File: src/rtl/mem_arb_pkg.sv
// Shared state encoding and default sizing for the instruction/data memory port arbiter.
package mem_arb_pkg;

  localparam int DEF_ADDR_W       = 32;
  localparam int DEF_DATA_W       = 32;
  localparam int DEF_STARVE_LIMIT = 4;

  typedef enum logic [1:0] {
    IDLE   = 2'd0,
    I_WAIT = 2'd1,
    D_WAIT = 2'd2
  } arb_state_t;

endpackage

File: src/rtl/mem_arb_starve_ctr.sv
// Saturating count of data grants that bypassed a waiting fetch; sat forces the next grant to the fetch.
// Updates one cycle after inc/clr; clr takes priority over inc.
module mem_arb_starve_ctr
  import mem_arb_pkg::*;
#(
  parameter int LIMIT = DEF_STARVE_LIMIT
) (
  input  logic clk,
  input  logic reset,
  input  logic inc,
  input  logic clr,
  output logic sat
);

  localparam int W = $clog2(LIMIT + 1);

  logic [W-1:0] cnt;

  always_ff @(posedge clk) begin
    if (reset) begin
      cnt <= '0;
    end else if (clr) begin
      cnt <= '0;
    end else if (inc && (cnt != W'(LIMIT))) begin
      cnt <= cnt + W'(1);
    end
  end

  assign sat = (cnt == W'(LIMIT));

endmodule

File: src/rtl/mem_port_arbiter.sv
// Shares one single-port memory between a fetch port and a load/store port; issue to ready is 2 cycles.
// Requesters hold req until their ready pulse; data has priority unless the fetch has starved STARVE_LIMIT grants.
module mem_port_arbiter
  import mem_arb_pkg::*;
#(
  parameter int ADDR_W       = DEF_ADDR_W,
  parameter int DATA_W       = DEF_DATA_W,
  parameter int STARVE_LIMIT = DEF_STARVE_LIMIT
) (
  input  logic                clk,
  input  logic                reset,
  input  logic                i_req,
  input  logic [ADDR_W-1:0]   i_addr,
  output logic [DATA_W-1:0]   i_rdata,
  output logic                i_ready,
  input  logic                d_req,
  input  logic                d_we,
  input  logic [ADDR_W-1:0]   d_addr,
  input  logic [DATA_W-1:0]   d_wdata,
  input  logic [DATA_W/8-1:0] d_be,
  output logic [DATA_W-1:0]   d_rdata,
  output logic                d_ready,
  output logic                mem_en,
  output logic                mem_we,
  output logic [ADDR_W-1:0]   mem_addr,
  output logic [DATA_W-1:0]   mem_wdata,
  output logic [DATA_W/8-1:0] mem_be,
  input  logic [DATA_W-1:0]   mem_rdata
);

  arb_state_t state;
  logic       d_we_q;
  logic       starve_sat;
  logic       can_issue;
  logic       fetch_grant;
  logic       data_grant;

  // Reset gates the issue path too, so nothing reaches memory while reset is held.
  assign can_issue   = !reset && (state == IDLE);
  assign fetch_grant = can_issue && i_req && (!d_req || starve_sat);
  assign data_grant  = can_issue && d_req && !fetch_grant;

  always_ff @(posedge clk) begin
    if (reset) begin
      state  <= IDLE;
      d_we_q <= 1'b0;
    end else begin
      case (state)
        IDLE: begin
          if (fetch_grant) begin
            state <= I_WAIT;
          end else if (data_grant) begin
            state  <= D_WAIT;
            d_we_q <= d_we;
          end
        end
        I_WAIT:  state <= IDLE;
        D_WAIT:  state <= IDLE;
        default: state <= IDLE;
      endcase
    end
  end

  mem_arb_starve_ctr #(
    .LIMIT (STARVE_LIMIT)
  ) u_starve_ctr (
    .clk   (clk),
    .reset (reset),
    .inc   (data_grant && i_req),
    .clr   (fetch_grant),
    .sat   (starve_sat)
  );

  always_comb begin
    mem_en    = 1'b0;
    mem_we    = 1'b0;
    mem_addr  = '0;
    mem_wdata = '0;
    mem_be    = '0;
    if (fetch_grant) begin
      mem_en   = 1'b1;
      mem_addr = i_addr;
      mem_be   = '1;
    end else if (data_grant) begin
      mem_en    = 1'b1;
      mem_we    = d_we;
      mem_addr  = d_addr;
      mem_wdata = d_wdata;
      mem_be    = d_we ? d_be : '1;
    end
  end

  // Ready follows the granted type latched at issue, not the live req lines.
  assign i_ready = !reset && (state == I_WAIT);
  assign d_ready = !reset && (state == D_WAIT);
  assign i_rdata = i_ready ? mem_rdata : '0;
  assign d_rdata = (d_ready && !d_we_q) ? mem_rdata : '0;

endmodule

File: config.mk
export PLATFORM = sky130hd
export DESIGN_NAME = mem_port_arbiter
export DESIGN_NICKNAME = d
export VERILOG_FILES = /design/src/rtl/mem_arb_pkg.sv /design/src/rtl/mem_arb_starve_ctr.sv /design/src/rtl/mem_port_arbiter.sv
export SDC_FILE = /design/constraint.sdc
export NUM_CORES = 1
export LEC_CHECK = 0
export BUFFER_PORTS_ARGS = -buffer_cell sky130_fd_sc_hd__buf_4
export CAP_MARGIN = 20
export CELL_PAD_IN_SITES_DETAIL_PLACEMENT = 0
export CELL_PAD_IN_SITES_GLOBAL_PLACEMENT = 1
export CORE_AREA = 2 2 107 109
export DETAILED_ROUTE_END_ITERATION = 8
export DIE_AREA = 0 0 109 111
export GPL_TIMING_DRIVEN = 0
export MAX_ROUTING_LAYER = met4
export PLACE_DENSITY_LB_ADDON = 0.12
export SETUP_SLACK_MARGIN = 0.3
export SLEW_MARGIN = 15
export SYNTH_ARGS = -nofsm -noshare
export SYNTH_HDL_FRONTEND = slang
export SYNTH_SLANG_ARGS = --single-unit
File: constraint.sdc
create_clock -name clk -period 2.7 [get_ports clk]
set_input_delay 0.135 -clock clk [delete_from_list [all_inputs] [get_ports clk]]
set_output_delay 0.135 -clock clk [all_outputs]
set_load 0.1 [all_outputs]
Yosys cells after proc, flatten, opt, wreduce, memory -nomap -nowiden --
Cells that the tools add are included.
Word-level totals: flip-flop bits (word level) 6, input port bits 137, output and inout bits 136, word-level logic and storage cells 47
Operators by class: add/sub/neg operators 1, equal/unequal tests 4, mux-type cells 15, bitwise gates (word level) 2, reduce and logical (&&, ||, !) cells 21
Operators by type and width (count):
- 32-bit two-way mux | 6
- 4-bit two-way mux | 3
- 1-bit logical AND | 10
- 1-bit two-way mux | 6
- 1-bit logical NOT | 4
- 2-bit OR reduction | 2
- 3-bit by 1-bit adder with 3-bit output (second input constant) | 1
- 3-bit == test (second input constant) | 1
- 3-bit != test (second input constant) | 1
- 3-bit AND reduction | 1
- 3-bit OR reduction | 1
- 2-bit by 1-bit == test with 1-bit output (second input constant) | 1
- 2-bit == test (second input constant) | 1
- 2-bit logical NOT | 1
- 1-bit NOT | 2
- 2-bit nonzero test | 1
- 1-bit logical OR | 1

Longest topological paths before layout --
depth in word-level cells 8, mapped depth 7, depth with buffers taken out 5

Cells and area by module --
A second synthesis with hierarchy kept.
Second synthesis, totals: cell total of the unflattened synthesis 189, area total of the unflattened synthesis 1412.6 sq um
Modules (own cells, without submodules):
- mem_port_arbiter | times used 1, cells each 171, area an instance 1224.9 sq um, sequential area each 60.1 sq um
- mem_arb_starve_ctr | times used 1, cells each 18, area an instance 187.7 sq um, sequential area each 60.1 sq um

Least setup slack after synthesis --
OpenSTA, ideal clock, no wires.
path kind register -> output, from reg state[1], to out d_rdata[10], arrival 4.038 ns, data required time 2.565 ns, slack -1.473 ns, cell stages (with the launch flop) 5, buffers on the path 1, cells stage by stage dfxtp_1 > nor3b_1 > nor2b_1 > clkbuf_1 > and2_1
Between the ends: longest elaborated chain between the ends 4
Ends and longest elaborated chain:
- start, declared | RTL line mem_port_arbiter.sv:31 | arb_state_t state;
- start signal, assigned | RTL line mem_port_arbiter.sv:45 | state <= IDLE;
- start signal, assigned | RTL line mem_port_arbiter.sv:51 | state <= I_WAIT;
- start signal, assigned | RTL line mem_port_arbiter.sv:53 | state <= D_WAIT;
- 2-bit == test | RTL line mem_port_arbiter.sv:95 | assign d_ready = !reset && (state == D_WAIT);
- 1-bit logical AND | RTL line mem_port_arbiter.sv:95
- named net d_ready | RTL line mem_port_arbiter.sv:22 | output logic d_ready,
- 1-bit logical AND | RTL line mem_port_arbiter.sv:97 | assign d_rdata = (d_ready && !d_we_q) ? mem_rdata : '0;
- 32-bit two-way mux | RTL line mem_port_arbiter.sv:97
- end, declared | RTL line mem_port_arbiter.sv:21 | output logic [DATA_W-1:0] d_rdata,
The timed path passes the listed nets, and every way through them passes these cells.

Worst setup path in the final report --
from reg state[1], to out mem_addr[7]
Between the ends: longest elaborated chain between the ends 8, elaborated cells on any way between the ends 9, those cells by class mux (2); reduce/logical (7)
Ends and longest elaborated chain:
- 2-bit logical NOT * | RTL line mem_port_arbiter.sv:39 | assign can_issue = !reset && (state == IDLE);
- 1-bit logical AND * | RTL line mem_port_arbiter.sv:39
- 1-bit logical AND (2 in series) | RTL line mem_port_arbiter.sv:40 | assign fetch_grant = can_issue && i_req && (!d_req || starve_sat);
- 1-bit logical NOT | RTL line mem_port_arbiter.sv:41 | assign data_grant = can_issue && d_req && !fetch_grant;
- 1-bit logical AND | RTL line mem_port_arbiter.sv:41
- 32-bit two-way mux | RTL line mem_port_arbiter.sv:84 | end else if (data_grant) begin
- 32-bit two-way mux * | RTL line mem_port_arbiter.sv:80 | if (fetch_grant) begin
- end, declared | RTL line mem_port_arbiter.sv:25 | output logic [ADDR_W-1:0] mem_addr,
Every way passes the cells marked *; elsewhere a longest branch is shown, timed or not.

==> impl_metrics.ini <==
[status]
status = finished clean

[worst_setup_path]
endpoint_kind = output port
rr_worst_depth = 6
worstPathArrival_ps = 2180
path_class = reg -> out
startpoint_type = flop
cp.required_ps = 2570
cp_max_fo = 10

[route]
wl_per_cell_um = 13.62
final_antenna_net_count = 0
drc = 0
drtIter0Drc = 86
viasPerCell = 4.148
routed_wl_mm = 9.276
vias = 2825
dr.pass1.iters = 4

[clocking]
insertion_delay_ps = 230
hold_buffers = 0
cts.sinks = 6
cts.path.max_buffers = 2
path_clk_slew_ps = 30
tritoncts = done
cts_made_buffers = 3
root_buffer = clkbuf_16
htreeDepth = 1

[final_layout]
layout_common_cells = buf_4 (260), and2_1 (66), nand2_1 (34), nand3b_1 (32), o21ai_1 (27)
final_common_cell = buf_4
fillers = 1211
nets = 679
fin_cells = 681
ff_latch_area_um2 = 122.6
diodes = 0
multiInputGateArea_mm2 = 0.001525
layout-drive-gt1-share_pct = 64.13
fin_area_mm2 = 0.004203
syn2layout_area_growth_pct = 158.0

[placed_design]
placed_cell_area_mm2 = 0.003955
place.gp.congestion = 0.7696
portBuffers = 271
dp_hpwl_mm = 7.905
dpl.cell_count = 672

[global_route]
grt_pass1_wl_mm = 13.36
grt_max_degree = 11
antenna_found_initial = 0
grt_use_total_pct = 14.33
grt_overflow = 0
grt_pass1_vias = 2716

[logic_synthesis]
ys_seq_elements = 6
synth_nets = 397
ys_types = 25
synth_cells = 258
syn_area_per_cell_um2 = 6.314
yosysSeqAreaShare_pct = 7.373
yosysWarnings = 0
syn_area_mm2 = 0.001629

[floorplanning]
core_area_mm2 = 0.01108
io_pins = 273
die_x_um = 109
die_y_um = 111
die_area_mm2 = 0.01210
start_util_pct = 14.71
rows = 39

[worst_hold_path]
worstHoldPathType = in -> reg
hold_depth = 2

[timing]
skew_ps = 0.3635
slew_viol_final = 0
rsz0062_at_grt = no
min_period_ps = 2312
hold_viol = 0
fin_crit_sh_pct = 85.63
fmax_mhz = 432.5
relSlewSlack_pct = 68.02
worstMarginPinSlew_ps = 479.7
setup-violations-final = 0
tns_ps = 0

[pwr]
p_per_area_mw_per_mm2 = 323.3
vdd_ir_drop_max_uv = 114.7
p_leak_nw = 2.163

[run]
cap_violations = 0
## stage by stage
step	setup WS [ps]	utilization, %	power, mW	hold slack [ps]
5_1_grt	301.0	37.94	1.414	204.7
3_5_place_dp	206.4	35.71	1.097	426.0
4_1_cts	278.6	36.70	1.348	193.6
6_report	388.0	37.94	1.359	187.4
2_1_floorplan	-73.95	-	0.7900	280.6
3_3_place_gp	213.1	35.71	1.096	416.3
## Yosys cell counts, drive strengths merged
cell type / count / area share (%)
and2: 97 / 37
or4b: 2 / 1.2
nor2: 1 / 0.69
a31oi: 1 / 1.3
a21oi: 2 / 0.61
a21boi: 1 / 0.46
nand2: 34 / 7.8
o22ai: 4 / 1.5
nand3: 2 / 0.61
ha: 2 / 1.5
o31ai: 1 / 0.46
nand4b: 1 / 0.54
dfxtp: 6 / 7.4
nor3b: 3 / 1.4
o21ai: 33 / 10
nand3b: 32 / 15
buf: 6 / 2.5
clkbuf: 19 / 4.5
nor2b: 6 / 2.3
inv: 2 / 0.46
nor4b: 2 / 1.8
mux2: 1 / 0.69
## final cells by class
cell class | instances | share of cell area, %
clock buffers | 3 | 1.786
multi-input cells | 225 | 36.29
plain buffers | 25 | 3.096
inverters | 2 | 0.1786
well taps | 143 | 4.257
flip-flops and latches | 6 | 2.918
repair buffers | 277 | 51.47
## state kept, by name (all words and copies together), names as in the netlist
| signal | cells |
|---|---|
| d_we_q | 1 |
| state | 2 |
| u_starve_ctr.cnt | 3 |
## report_power, final
part           internal (mW)  switching (mW)  total, mW
logic                  0.306           0.712       1.02
registers             0.0938         0.00522     0.0990
clock network          0.190          0.0513      0.241
total                  0.590           0.768       1.36
## timing repair
action	4_1_cts	5_1_grt
pin swaps	0	0
setup endpoints to repair	50	89
buffers inserted	0	6
resized for setup	10	31
endpoints found under the hold margin	0	0
## critical path, cell delays in order, from the launching register on
cell and delay (ps):
dfxtp_2 360, or4b_1 520, clkbuf_2 230, nor2_4 220, clkbuf_2 260, o21ai_1 120, buf_4 240
## cells by family (layout without fill, tap and decap cells)
kind of cell               after synthesis  after routing  share of synthesized area [%]
adders and majority gates                2              2                          1.536
and+or+nand+nor                        180            180                          68.43
DFF                                      6              6                          7.374
AOI/OAI and AO/OA                       42             42                          14.52
buffers and inverters                   27            307                          7.450
muxes                                    1              1                         0.6912
## path summary, 6_finish.rpt
check,startpoint,endpoint,slack [ps]
max,state[1]$_SDFFE_PP0P_,mem_addr[7],390
min,d_we,d_we_q$_SDFFE_PP0P_,190
max reg2reg,state[1]$_SDFFE_PP0P_,d_we_q$_SDFFE_PP0P_,780
min reg2reg,u_starve_ctr.cnt[1]$_SDFFE_PP0P_,u_starve_ctr.cnt[1]$_SDFFE_PP0P_,470
## per-layer routing
metal	GRT usage (%)	up-vias	wire, µm
met5	-	-	0
met4	3.761	0	122
met3	2.116	8	936
met2	28.36	161	5060
met1	14.05	1246	3157
li1	-	1410	-
Power figures use the tool's default switching activity.
